`src/rtl/uart_frame_ctrl.sv`:
```
// uart_frame_ctrl: parses 6-byte 55 A5 CMD DH DL CHK frames from the UART receiver
// and drives the LED registers and receiver baud selection.
module uart_frame_ctrl #(
  parameter int          TIMEOUT_CYC = 500000,
  parameter int          CNT_W       = 20,
  parameter logic [15:0] DEF_BLINK   = 16'd25000
) (
  input  logic        Clk,
  input  logic        Rst_n,
  input  logic        Rx_Done,
  input  logic [7:0]  data_byte,
  output logic [2:0]  baud_set,
  output logic [7:0]  led_mode,
  output logic [15:0] blink_period,
  output logic        cmd_valid,
  output logic        frame_err,
  output logic [7:0]  err_cnt
);
  localparam logic [2:0] S_IDLE = 3'd0;
  localparam logic [2:0] S_HDR2 = 3'd1;
  localparam logic [2:0] S_CMD  = 3'd2;
  localparam logic [2:0] S_DH   = 3'd3;
  localparam logic [2:0] S_DL   = 3'd4;
  localparam logic [2:0] S_CHK  = 3'd5;
  logic [2:0]       state, nxt;
  logic [7:0]       cmd_r, dh_r, dl_r, sum;
  logic [CNT_W-1:0] tmo_cnt;
  logic             timeout, done_chk, cmd_ok, accept, reject;
  // fires on the cycle the counter would step to TIMEOUT_CYC-1; a byte that cycle wins
  assign timeout  = state != S_IDLE && !Rx_Done && tmo_cnt == CNT_W'(TIMEOUT_CYC - 2);
  assign sum      = cmd_r + dh_r + dl_r;
  assign done_chk = Rx_Done && state == S_CHK;
  assign cmd_ok   = cmd_r == 8'h01 || (cmd_r == 8'h02 && {dh_r, dl_r} != 16'd0) ||
                    (cmd_r == 8'h03 && dl_r <= 8'd4);
  assign accept   = done_chk && data_byte == sum && cmd_ok;
  assign reject   = (done_chk && !accept) || timeout;
  always_comb begin
    nxt = state;
    if (Rx_Done)
      case (state)
        S_IDLE:  nxt = data_byte == 8'h55 ? S_HDR2 : S_IDLE;
        S_HDR2:  nxt = data_byte == 8'hA5 ? S_CMD : data_byte == 8'h55 ? S_HDR2 : S_IDLE;
        S_CMD:   nxt = S_DH;
        S_DH:    nxt = S_DL;
        S_DL:    nxt = S_CHK;
        default: nxt = S_IDLE;
      endcase
    else if (timeout)
      nxt = S_IDLE;
  end
  always_ff @(posedge Clk or negedge Rst_n) begin
    if (!Rst_n) begin
      state        <= S_IDLE;
      tmo_cnt      <= '0;
      cmd_r        <= '0;
      dh_r         <= '0;
      dl_r         <= '0;
      baud_set     <= '0;
      led_mode     <= '0;
      blink_period <= DEF_BLINK;
      cmd_valid    <= 1'b0;
      frame_err    <= 1'b0;
      err_cnt      <= '0;
    end else begin
      state     <= nxt;
      tmo_cnt   <= (Rx_Done || state == S_IDLE || timeout) ? '0 : tmo_cnt + 1'b1;
      cmd_valid <= accept;
      frame_err <= reject;
      if (reject && err_cnt != 8'hFF) err_cnt <= err_cnt + 1'b1;
      if (Rx_Done && state == S_CMD) cmd_r <= data_byte;
      if (Rx_Done && state == S_DH) dh_r <= data_byte;
      if (Rx_Done && state == S_DL) dl_r <= data_byte;
      if (accept && cmd_r == 8'h01) led_mode <= dl_r;
      if (accept && cmd_r == 8'h02) blink_period <= {dh_r, dl_r};
      if (accept && cmd_r == 8'h03) baud_set <= dl_r[2:0];
    end
  end
endmodule

```
`config.mk`:
```
export PLATFORM = sky130hd
export DESIGN_NAME = uart_frame_ctrl
export DESIGN_NICKNAME = d
export VERILOG_FILES = /design/src/rtl/uart_frame_ctrl.sv
export SDC_FILE = /design/constraint.sdc
export NUM_CORES = 1
export LEC_CHECK = 0
export ABC_AREA = 1
export BUFFER_PORTS_ARGS = -buffer_cell sky130_fd_sc_hd__buf_4
export CORE_MARGIN = 2
export CORE_UTILIZATION = 30
export DETAILED_ROUTE_END_ITERATION = 10
export SYNTH_ARGS = -nofsm -noshare
export SYNTH_HDL_FRONTEND = slang
export SYNTH_SLANG_ARGS = --single-unit
```
`constraint.sdc`:
```
create_clock -name Clk -period 8.51 [get_ports Clk]
set_clock_uncertainty 0.05 [all_clocks]
set_input_delay 0.851 -clock Clk [delete_from_list [all_inputs] [get_ports Clk]]
set_output_delay 0.851 -clock Clk [all_outputs]
set_load 0.01 [all_outputs]
```
Yosys cells after proc, flatten, opt, wreduce, memory -nomap -nowiden

Cells that the tools add are included.

Bits in registers: 84
Latch bits: 0
RAM bits: 0
ROM bits: 0
Bits of input ports: 11
Output and inout port bits: 37
Logic and storage cells: 61
Memories kept: 0

Add/subtract/negate cells: 4
$mul: 0
Div/mod/pow operators: 0
$lt $le $gt $ge: 1
Eq/ne operators: 13
Shift-type cells: 0
Muxes and demuxes: 6
Bitwise logic cells: 0
Reduce and logical (&&, ||, !) cells: 26

Operator list:

| cell                                                           | number |
|---|---|
| adder 20 x 1 -> 20 bit, second input constant                  | 1 |
| equality test 20 x 19 -> 1 bit, second input constant          | 1 |
| 2-to-1 mux 20 bit                                              | 1 |
| adder 8 bit                                                    | 2 |
| equality test 8 x 2 -> 1 bit, second input constant            | 2 |
| nonzero test 16 bit                                            | 1 |
| logical AND 1 bit                                              | 15 |
| one-hot mux 3 bit (5 select lines)                             | 1 |
| adder 8 x 1 -> 8 bit, second input constant                    | 1 |
| equality test 8 x 1 -> 1 bit, second input constant            | 1 |
| equality test 8 x 7 -> 1 bit, second input constant            | 1 |
| equality test 8 bit                                            | 1 |
| equality test 8 bit, second input constant                     | 1 |
| less-or-equal comparator 8 x 3 -> 1 bit, second input constant | 1 |
| != test 8 bit, second input constant                           | 1 |
| equality test 3 x 2 -> 1 bit, second input constant            | 2 |
| equality test 3 bit, second input constant                     | 2 |
| 2-to-1 mux 3 bit                                               | 2 |
| logical OR 1 bit                                               | 5 |
| equality test 3 x 1 -> 1 bit, second input constant            | 1 |
| zero test 3 bit                                                | 1 |
| nonzero test 3 bit                                             | 1 |
| zero test 1 bit                                                | 2 |
| 2-to-1 mux 2 bit                                               | 1 |
| other kinds (2)                                                | 2 |

Depth between registers and ports, before layout

Gate-level depths: netlist of the first run.

Word-level depth: 9
Gate-level depth with buffers: 19
Depth with buffers taken out: 19

Worst setup path after synthesis of the first run

No wires, ideal clock.

Kind: register to register
From: register cmd_r[1]
To: register led_mode[5]
Library setup time: 0.119 ns
Arrival: 2.747 ns
Data required time: 8.341 ns
Slack: 5.594 ns
Stages on the path, launching flop included: 14
Path buffers: 1
Period minus slack after synthesis: 2.916 ns
Cell sequence: dfrtp_1 fa_1 ha_1 fa_1 or2_1 nand3_1 nand2_1 nor2_2 nand4_2 nor3_4 nand2_2 buf_6 nand2_1 o21ai_2

Word-level cells in the longest chain between the ends: 6
Elaborated cells on any way between the ends: 13
Classes of those cells: add/sub: 2; eq/ne: 4; reduce/logical: 7

Ends and longest elaborated chain:

| element                                                            | line   | source |
|---|---|---|
| start: declaration                                                 | 26     | `logic [7:0] cmd_r, dh_r, dl_r, sum;` |
| start signal: assignment                                           | 70     | `if (Rx_Done && state == S_CMD) cmd_r <= data_byte;` |
| adder 8 bit / equality test 8 x 2 -> 1 bit (equally long branches) | 31, 33 |  |
| adder 8 bit / logical AND 1 bit (equally long branches)            | 31, 33 |  |
| equality test 8 bit / logical OR 1 bit (equally long branches)     | 35, 33 |  |
| logical AND 1 bit / logical OR 1 bit (equally long branches)       | 35, 33 |  |
| logical AND 1 bit                                                  | 35     | `assign accept = done_chk && data_byte == sum && cmd_ok;` |
| logical AND 1 bit *                                                | 73     | `if (accept && cmd_r == 8'h01) led_mode <= dl_r;` |
| end signal: assignment                                             | 73     |  |
| end: declaration                                                   | 13     | `output logic [7:0] led_mode,` |

Mark *: on every way between the ends. The rest lies on a longest branch, timed or not.
A chain may end at the register's enable or synchronous reset.

Worst setup path in the final report of the first run

From: register cmd_r[1]
To: register blink_period[2]

Word-level cells in the longest chain between the ends: 6
Elaborated cells on any way between the ends: 13
Classes of those cells: add/sub: 2; eq/ne: 4; reduce/logical: 7

Ends and longest elaborated chain:

| element                                                            | line       | source |
|---|---|---|
| adder 8 bit / equality test 8 x 2 -> 1 bit (equally long branches) | 31, 33, 74 |  |
| adder 8 bit / logical AND 1 bit (equally long branches)            | 31, 33     |  |
| equality test 8 bit / logical OR 1 bit (equally long branches)     | 35, 33     |  |
| logical AND 1 bit / logical OR 1 bit (equally long branches)       | 35, 33     |  |
| logical AND 1 bit                                                  | 35         |  |
| logical AND 1 bit *                                                | 74         | `if (accept && cmd_r == 8'h02) blink_period <= {dh_r, dl_r};` |
| end signal: assignment                                             | 74         |  |
| end: declaration                                                   | 14         | `output logic [15:0] blink_period,` |

Marked as above.

==> impl_metrics.py, run 1 <==
metrics = {
    "floorplanning": {
        "core_sq_um": 14600,
        "start_util_pct": 30.8,
        "die_area_sq_um": 16000,
        "die_x_um": 126,
        "rows": 44,
        "io_pins": 48,
        "die_y_um": 126,
    },
    "detailed_routing": {
        "dr.pass1.iters": 4,
        "drc": 0,
        "antenna_left": 0,
        "vias": 3585,
        "drtIter0Drc": 192,
        "via_per_inst": 4.67,
        "wirelength_mm": 10.0,
        "wl_per_cell_um": 13.0,
    },
    "placed_design": {
        "place_area_sq_um": 5020,
        "routabilityCongestion": 0.851,
        "port_buffers": 47,
        "hpwl_mm": 7.68,
        "place_inst": 752,
    },
    "clocking": {
        "clk_latency_ns": 0.34,
        "tritoncts": "done",
        "root_buffer": "clkbuf_16",
        "cts_max_level": 3,
        "ctsResizeCount": 0,
        "cts_hold_buf": 0,
        "post_cts_buffers": 0,
        "clk_pin_slew_worst_paths_ns": 0.06,
        "numClockSinks": 84,
        "cts-buffers-inserted": 9,
        "clk_path_buf_depth": 2,
    },
    "worst_setup_path": {
        "critical_path_arrival_ns": 3.51,
        "crit_path_start_kind": "flip-flop",
        "reg2reg_setup_slack_ns": 5.17,
        "cp_max_fo": 32,
        "worstSetupEndpointType": "flip-flop",
        "r2r_end": "blink_period[2]",
        "cpPeakStageDelay_ns": 0.49,
        "cp_slowest_cell": "fa_1",
        "crit_chain": "fa_1, ha_1, fa_1, or2_1, nand3_1, nand2_1, nor2_2, nand4_2, nor3_4, nand3_4, nand2_1, o21ai_2",
        "crit_type": "flip-flop to flip-flop",
        "worstPathRequired_ns": 8.68,
        "r2r_cells": 12,
        "rr_startpoint": "cmd_r[1]",
    },
    "timing": {
        "slew_viol_final": 0,
        "whs_ns": 0.358,
        "period_share_pct": 39.3,
        "fmax_ghz": 0.299,
        "setup_viol": 0,
        "rsz0062_at_grt": "no",
        "timing.final.crit_period_ns": 3.34,
        "max-slew-margin-rel_pct": 52.2,
        "worstMarginPinSlew_ns": 0.717,
        "finalHoldViolCount": 0,
        "fin_tns_setup_ns": 0,
    },
    "yosys": {
        "synth_ff_type": "dfrtp_1",
        "async_reset_ff_share_pct": 100,
        "netlist_area_sq_um": 4500,
        "ys_warn_count": 0,
        "synth_top_area_cell": "dfrtp_1",
        "synth_area_leaders": "dfrtp_1 43%, nand2_1 12%, inv_1 5.3%, o21ai_2 4.7%, nor2_1 3.9%",
        "synthCells": 529,
        "syn_nets": 557,
        "synth_edf_count": 0,
        "synth.distinct_cells": 36,
        "synth-seq-cells": 84,
        "synth_area_per_cell_sq_um": 8.50,
        "seq_area_frac_synth_pct": 46.9,
        "synth_top_area_share_pct": 43.4,
    },
    "pwr": {
        "comb_power_share_pct": 39.6,
        "p_sw_share_pct": 39.4,
        "max-vdd-ir-drop_uv": 161,
        "clock_power_share_pct": 26.8,
        "seq_power_share_pct": 33.7,
        "power_density_nw_per_um2": 296,
        "intPower_uw": 961,
        "p_leak_uw": 0.00255,
        "p_switching_uw": 624,
    },
    "final_layout": {
        "nets": 607,
        "drive_gt1_share_pct": 18.7,
        "areaGrowthSynthToFinish_pct": 18.9,
        "instances_no_fill": 768,
        "fin_area_sq_um": 5350,
        "diodes": 0,
        "final_util_pct": 36.7,
    },
    "run": {
        "drv_cap": 0,
    },
    "global_route": {
        "grt_pass1_wl_mm": 17.1,
        "grt_overflow": 0,
        "antenna_found_initial": 0,
        "grt_max_degree": 59,
        "grt_pass1_vias": 3565,
        "track_usage_pct": 13.3,
    },
    "status": {
        "status": "completed",
    },
    "min_path": {
        "hold_class": "input port to async pin",
    },
}
[cell usage after synthesis, types with 2 or more instances]
cell and count:
ha_1 9, nor4_1 2, a21oi_1 12, nor2_1 47, nand4_1 13, o31ai_1 2, nand3_1 35, nand2_2 4
or2_2 2, fa_1 8, nor3_1 5, nand2_1 138, clkbuf_1 4, xnor2_1 10, nor2_2 2, inv_1 64
buf_6 4, o21ai_2 24, nand3_2 2, dfstp_2 6, o21ai_0 35, xor2_1 10, dfrtp_1 78
[worst max-delay path, delay by kind of cell (launching register included)]
family,cells,cell delay (ns)
AOI/OAI and AO/OA,1,0.06
adders and majority gates,3,1.18
DFF,1,0.43
and+or+nand+nor,8,1.46
[worst max-delay path by stage]
stage | endpoint | depth (start not counted) | startpoint
CTS | blink_period[2] | 12 | cmd_r[1]
detailed placement | blink_period[2] | 12 | cmd_r[1]
global route | blink_period[1] | 12 | cmd_r[1]
finish | blink_period[2] | 12 | cmd_r[1]
global placement | blink_period[12] | 12 | cmd_r[1]
floorplan | led_mode[5] | 13 | cmd_r[1]
[sequential cells by signal, summed over array words and instances, names as in the netlist]
name          flops
tmo_cnt          20
blink_period     16
cmd_r             8
dh_r              8
dl_r              8
err_cnt           8
led_mode          8
baud_set          3
state             3
cmd_valid         1
frame_err         1
[cell type report]
class	count	area (sq um)
clock buffer	11	243
tap	184	230
sequential	84	2110
fill	1474	9240
timing repair buffer	48	360
clock inverter	5	83.8
inverter	65	244
multi-input combinational	371	2080
[layer usage]
| metal | vias to the layer above | global-route usage, % | part of all wire (%) |
|---|---|---|---|
| li1 | 1803 | - | - |
| met1 | 1695 | 16.3 | 45 |
| met2 | 81 | 21.9 | 48 |
| met3 | 6 | 5.06 | 6.5 |
| met4 | 0 | 3.75 | 0.84 |
| met5 | - | 0 | 0 |
[metrics by stage]
stage	setup slack, ns	power [uW]
4_1_cts	5.16	1600
3_5_place_dp	5.17	1170
3_3_place_gp	5.27	1150
6_report	5.17	1580
2_1_floorplan	5.59	1010
5_1_grt	4.90	1720
[power by group through the flow]
stage	registers (uW)	logic (uW)	clock network (uW)
4_1_cts	534	633	435
2_1_floorplan	522	491	0
3_5_place_dp	541	630	0
5_1_grt	546	719	455
6_report	534	627	424
3_3_place_gp	537	615	0
[logic make-up after synthesis]
kind of cell,count (synthesis),synth area share (%)
simple gates,258,25.5
flops,84,46.9
compound gates,76,10.8
buf+inv,74,6.93
xor+xnor,20,3.89
fa+ha+maj,17,6.06
[layout by cell type (no fill, tap or decap), drive strengths merged, types with 10 or more instances in the layout]
master  instances
nand4          14
nand3          38
nand2         142
clkbuf         11
a21oi          12
xor2           10
buf            48
xnor2          10
dfrtp          78
inv            66
o21ai          59
nor2           49
No activity file was read; power rests on OpenSTA's default activity.
==> inputs of run 2 (changes only) <==
- clock period: 8.51 -> 3 ns (I/O delays scaled with it)
==> impl_metrics.py, run 2 (same netlist as run 1, synthesis figures left out) <==
metrics = {
    "detailed_routing": {
        "drc": 0,
        "antenna_left": 0,
        "wirelength_mm": 10.2,
        "drtIter0Drc": 170,
        "via_per_inst": 4.66,
        "vias": 3628,
        "dr.pass1.iters": 4,
        "wl_per_cell_um": 13.1,
    },
    "timing": {
        "finalHoldViolCount": 0,
        "rsz0062_at_grt": "yes",
        "setup_viol": 8,
        "layout_setup_ws_ns": -0.0150,
        "timing.final.crit_period_ns": 3.02,
        "fin_tns_setup_ns": -0.0879,
        "period_share_pct": 101,
        "fmax_ghz": 0.332,
        "slew_viol_final": 0,
        "max-slew-margin-rel_pct": 29.7,
        "worstMarginPinSlew_ns": 1.05,
    },
    "final_layout": {
        "final_common_cell": "nand2_1",
        "top_register": "tmo_cnt",
        "largest_reg_flops": 20,
        "areaGrowthSynthToFinish_pct": 23.1,
        "top_regs": "tmo_cnt: 20 flops, blink_period: 16 flops",
        "drive_gt1_share_pct": 23.7,
        "instances_no_fill": 778,
        "nets": 617,
        "layout_common_cells": "120 x nand2_1, 78 x dfrtp_1, 63 x inv_1",
        "diodes": 0,
    },
    "worst_setup_path": {
        "r2r_cells": 15,
        "worstPathRequired_ns": 3.18,
        "crit_path_start_kind": "flip-flop",
        "critical_path_arrival_ns": 3.20,
        "crit_end": "blink_period[0]",
        "r2r_end": "blink_period[0]",
        "crit_type": "flip-flop to flip-flop",
        "critPathLaunch": "cmd_r[1]",
        "cp_max_fo": 32,
        "rr_startpoint": "cmd_r[1]",
        "reg2reg_setup_slack_ns": -0.02,
        "worstSetupEndpointType": "flip-flop",
    },
    "floorplanning": {
        "start_util_pct": 30.8,
        "io_pins": 48,
        "die_area_sq_um": 16000,
        "core_sq_um": 14600,
        "rows": 44,
        "die_y_um": 126,
        "die_x_um": 126,
    },
    "clocking": {
        "cts_hold_buf": 0,
        "cts-buffers-inserted": 9,
        "numClockSinks": 84,
        "clk_latency_ns": 0.35,
        "clk_pin_slew_worst_paths_ns": 0.06,
        "cts_max_level": 3,
        "tritoncts": "done",
        "clk_path_buf_depth": 2,
        "root_buffer": "clkbuf_16",
    },
    "global_route": {
        "track_usage_pct": 13.3,
        "grt_overflow": 0,
        "grt_pass1_wl_mm": 17.2,
        "grt_pass1_vias": 3518,
        "antenna_found_initial": 0,
        "grt_max_degree": 85,
    },
    "placed_design": {
        "dpl_worst_slack_ns": -0.0647,
        "place_inst": 760,
        "hpwl_mm": 7.39,
        "port_buffers": 47,
        "routabilityCongestion": 0.786,
    },
    "status": {
        "status": "complete, but fails checks",
        "violations": "setup timing",
    },
    "pwr": {
        "power_density_nw_per_um2": 827,
        "max-vdd-ir-drop_uv": 354,
        "p_leak_uw": 0.00262,
        "fin_total_pwr_uw": 4580,
    },
    "run": {
        "drv_cap": 0,
    },
    "min_path": {
        "hold_class": "input port to async pin",
    },
}
[run 2: cell types whose count changed in the layout (fill, tap and decap cells not counted), moves of 2 or more]
cell	before	now
nand2_4	0	3
fa_1	8	6
o21ai_1	0	3
clkinvlp_4	2	0
buf_4	48	54
o21ai_0	35	32
fa_2	0	2
nand2_1	138	120
nand2_2	4	19
buf_12	0	2
[run 2: how the worst min path moves through the flow]
| stage | start | end | slack, ns | cells after the start |
|---|---|---|---|---|
| 2_1_floorplan | Rst_n | baud_set[0] | -0.05 | 0 |
| 6_report | Rst_n | baud_set[1] | 0.08 | 1 |
| 4_1_cts | Rst_n | baud_set[1] | 0.15 | 1 |
| 5_1_grt | Rst_n | baud_set[1] | 0.19 | 1 |
| 3_3_place_gp | blink_period[0] | blink_period[0] | 0.42 | 2 |
| 3_5_place_dp | blink_period[3] | blink_period[3] | 0.42 | 2 |
[run 2: final cells by class]
cell class	count	area [sq um]
fill	1461	9050
multi-input combinational	372	2180
sequential	84	2110
timing repair buffer	57	457
clock buffer	12	246
inverter	65	244
tap	184	230
clock inverter	4	73.8
[run 2: power breakdown]
| group | switching, uW | internal (uW) | leakage [uW] |
|---|---|---|---|
| registers | 186 | 1310 | 0.00113 |
| logic | 1160 | 731 | 0.00134 |
| clock network | 446 | 752 | 0.000157 |
| total | 1790 | 2790 | 0.00262 |
[run 2: what timing repair did]
action | CTS | global route
setup buffers | 0 | 1
hold endpoints to repair | 0 | 0
endpoints found under the setup margin | 24 | 35
gates cloned | 0 | 1
pin swaps | 1 | 3
resized for setup | 12 | 21
[run 2: critical path, cell delays in order, from the launching register on]
cell,delay [ns]
dfrtp_1,0.39
fa_1,0.48
ha_2,0.21
fa_2,0.54
inv_2,0.03
nand2_1,0.05
nand2_1,0.05
nor2_1,0.10
nand2_1,0.07
nor2_2,0.11
nand4_2,0.11
nor3_4,0.27
nand3_4,0.11
buf_12,0.20
nand2_2,0.08
o21ai_2,0.05
[run 2: stage by stage]
step                cell area (sq um)  util, %  hold WS (ns)
global placement                 5110     35.0         0.417
finish                           5540     38.0        0.0816
floorplan                        4500        -       -0.0456
global route                     5540     38.0         0.187
CTS                              5460     37.4         0.149
detailed placement               5110     35.0         0.423
[run 2: per-layer routing]
metal  vias up  wire [um]  GRT usage (%)
li1       1835          -              -
met1      1705       4740           17.7
met2        73       4800           20.9
met3        15        484           3.63
met4         0        164           4.40
met5         -          0              0
==> inputs of run 3 (changes only) <==
- SETUP_SLACK_MARGIN: default -> 0.4
==> impl_metrics.py, run 3 (same netlist as run 1, synthesis figures left out) <==
metrics = {
    "detailed_routing": {
        "antenna_left": 0,
        "drc": 0,
        "wirelength_mm": 10.1,
        "drtIter0Drc": 169,
        "via_per_inst": 4.58,
        "vias": 3593,
        "dr.pass1.iters": 4,
        "wl_per_cell_um": 12.9,
    },
    "worst_setup_path": {
        "crit_chain": "fa_1, ha_2, fa_2, inv_2, nand2_1, nand2_1, nor2_2, nand2_1, nor2_2, nand4_2, nor3_4, nand3_4, buf_12, nand2_1, o21ai_2",
        "cp_max_fo": 32,
        "worstSetupEndpointType": "flip-flop",
        "worstPathRequired_ns": 3.19,
        "cpPeakStageDelay_ns": 0.54,
        "crit_type": "flip-flop to flip-flop",
        "critical_path_arrival_ns": 3.14,
        "cp_slowest_cell": "fa_2",
        "crit_path_start_kind": "flip-flop",
        "cp_common_cell": "nand2_1",
    },
    "pwr": {
        "max-vdd-ir-drop_uv": 357,
        "p_leak_uw": 0.00266,
        "clock_power_share_pct": 26.5,
        "power_density_nw_per_um2": 831,
        "p_switching_uw": 1820,
        "p_sw_share_pct": 38.9,
        "comb_power_share_pct": 41.7,
        "fin_total_pwr_uw": 4670,
        "intPower_uw": 2850,
        "seq_power_share_pct": 31.8,
    },
    "timing": {
        "period_share_pct": 98.3,
        "setup_viol": 0,
        "fmax_ghz": 0.339,
        "max-slew-margin-rel_pct": 54.9,
        "finalHoldViolCount": 0,
        "whs_ns": 0.195,
        "fin_tns_setup_ns": 0,
        "timing.final.crit_period_ns": 2.95,
        "rsz0062_at_grt": "yes",
        "worstMarginPinSlew_ns": 0.675,
        "slew_viol_final": 0,
    },
    "clocking": {
        "cts-buffers-inserted": 9,
        "clk_pin_slew_worst_paths_ns": 0.06,
        "root_buffer": "clkbuf_16",
        "clk_latency_ns": 0.34,
        "tritoncts": "done",
        "cts_max_level": 3,
        "clk_path_buf_depth": 2,
        "numClockSinks": 84,
    },
    "final_layout": {
        "layout_common_cells": "117 x nand2_1, 78 x dfrtp_1, 62 x inv_1, 62 x buf_4, 46 x nor2_1",
        "fin_area_sq_um": 5620,
        "layout.area.seq_sq_um": 2110,
        "top_register": "tmo_cnt",
        "largest_reg_flops": 20,
        "areaGrowthSynthToFinish_pct": 24.9,
        "top_regs": "tmo_cnt: 20 flops, blink_period: 16 flops",
        "multi_input_area_sq_um": 2190,
        "fill_cells": 1475,
        "instances_no_fill": 785,
        "diodes": 0,
        "drive_gt1_share_pct": 25.5,
        "nets": 624,
        "final_common_cell": "nand2_1",
    },
    "floorplanning": {
        "core_sq_um": 14600,
        "io_pins": 48,
        "die_x_um": 126,
        "die_area_sq_um": 16000,
        "die_y_um": 126,
        "start_util_pct": 30.8,
        "rows": 44,
    },
    "placed_design": {
        "place_area_sq_um": 5170,
        "routabilityCongestion": 0.835,
        "place_inst": 764,
        "port_buffers": 47,
        "hpwl_mm": 7.73,
    },
    "status": {
        "status": "completed",
    },
    "global_route": {
        "grt_overflow": 0,
        "grt_pass1_wl_mm": 17.3,
        "gr-max-usage-layer": "met2",
        "track_usage_pct": 13.4,
        "use_met1_pct": 16.3,
        "grt_max_degree": 34,
        "use_met2_pct": 23.2,
        "use_met3_pct": 3.63,
        "antenna_found_initial": 0,
        "grt_pass1_vias": 3646,
    },
    "min_path": {
        "hold_class": "input port to flip-flop",
    },
    "run": {
        "drv_cap": 0,
    },
}
-- run 3: cell types whose count changed in the layout (fill, tap and decap cells not counted), sizes merged --
cell / delta
buf: +7
clkbuf: -1
dlygate4sd3: +1
inv: +1
nand2: -1
-- run 3: final timing paths --
| path | start | endpoint | slack [ns] | cells after the start |
|---|---|---|---|---|
| min in group asynchronous | Rst_n | cmd_r[0] | 0.40 | 2 |
| max reg2reg | dh_r[1] | blink_period[15] | 0.05 | 15 |
| min | Rx_Done | state[1] | 0.20 | 3 |
| max | dh_r[1] | blink_period[15] | 0.05 | 15 |
| min reg2reg | blink_period[14] | blink_period[14] | 0.43 | 2 |
| max in group asynchronous | Rst_n | blink_period[13] | 1.74 | 3 |
-- run 3: critical path: cells and delay by family (launching register included) --
kind,cells,cell delay (ns)
AOI/OAI and AO/OA,1,0.05
adders and majority gates,3,1.22
buffers and inverters,2,0.22
and+or+nand+nor,9,0.89
DFF,1,0.40
-- run 3: timing repair --
| action | CTS | global route |
|---|---|---|
| endpoints found under the hold margin | 27 | 0 |
| pin swaps | 2 | 3 |
| buffers inserted | 3 | 1 |
| gates resized for setup | 9 | 11 |
| setup endpoints to repair | 37 | 37 |
| hold buffers | 1 | 0 |
-- run 3: through the flow --
step / setup WS, ns / util (%)
final: 0.0510 / 38.5
after detailed placement: -0.135 / 35.4
after global routing: -0.147 / 38.5
after CTS: 0.0401 / 38.2
after global placement: -0.0700 / 35.4
after floorplan: 0.102 / -
-- run 3: power by group through the flow --
stage / clock (uW) / combinational (uW) / sequential (uW)
global placement: 0 / 1880 / 1500
global route: 1320 / 2220 / 1510
CTS: 1270 / 1950 / 1490
floorplan: 0 / 1400 / 1480
detailed placement: 0 / 1910 / 1510
finish: 1240 / 1950 / 1490
-- run 3: routing by layer --
layer	vias up	wire length, um
li1	1834	-
met1	1682	4590
met2	71	5030
met3	6	415
met4	0	77
met5	-	0
-- run 3: area by class of cell --
type	count	share of cell area (%)
multi-input cells	371	39.0
repair buffers	65	9.02
flip-flops and latches	84	37.6
inverters	65	4.34
clock buffers	11	4.50
clock inverters	5	1.47
well taps	184	4.10
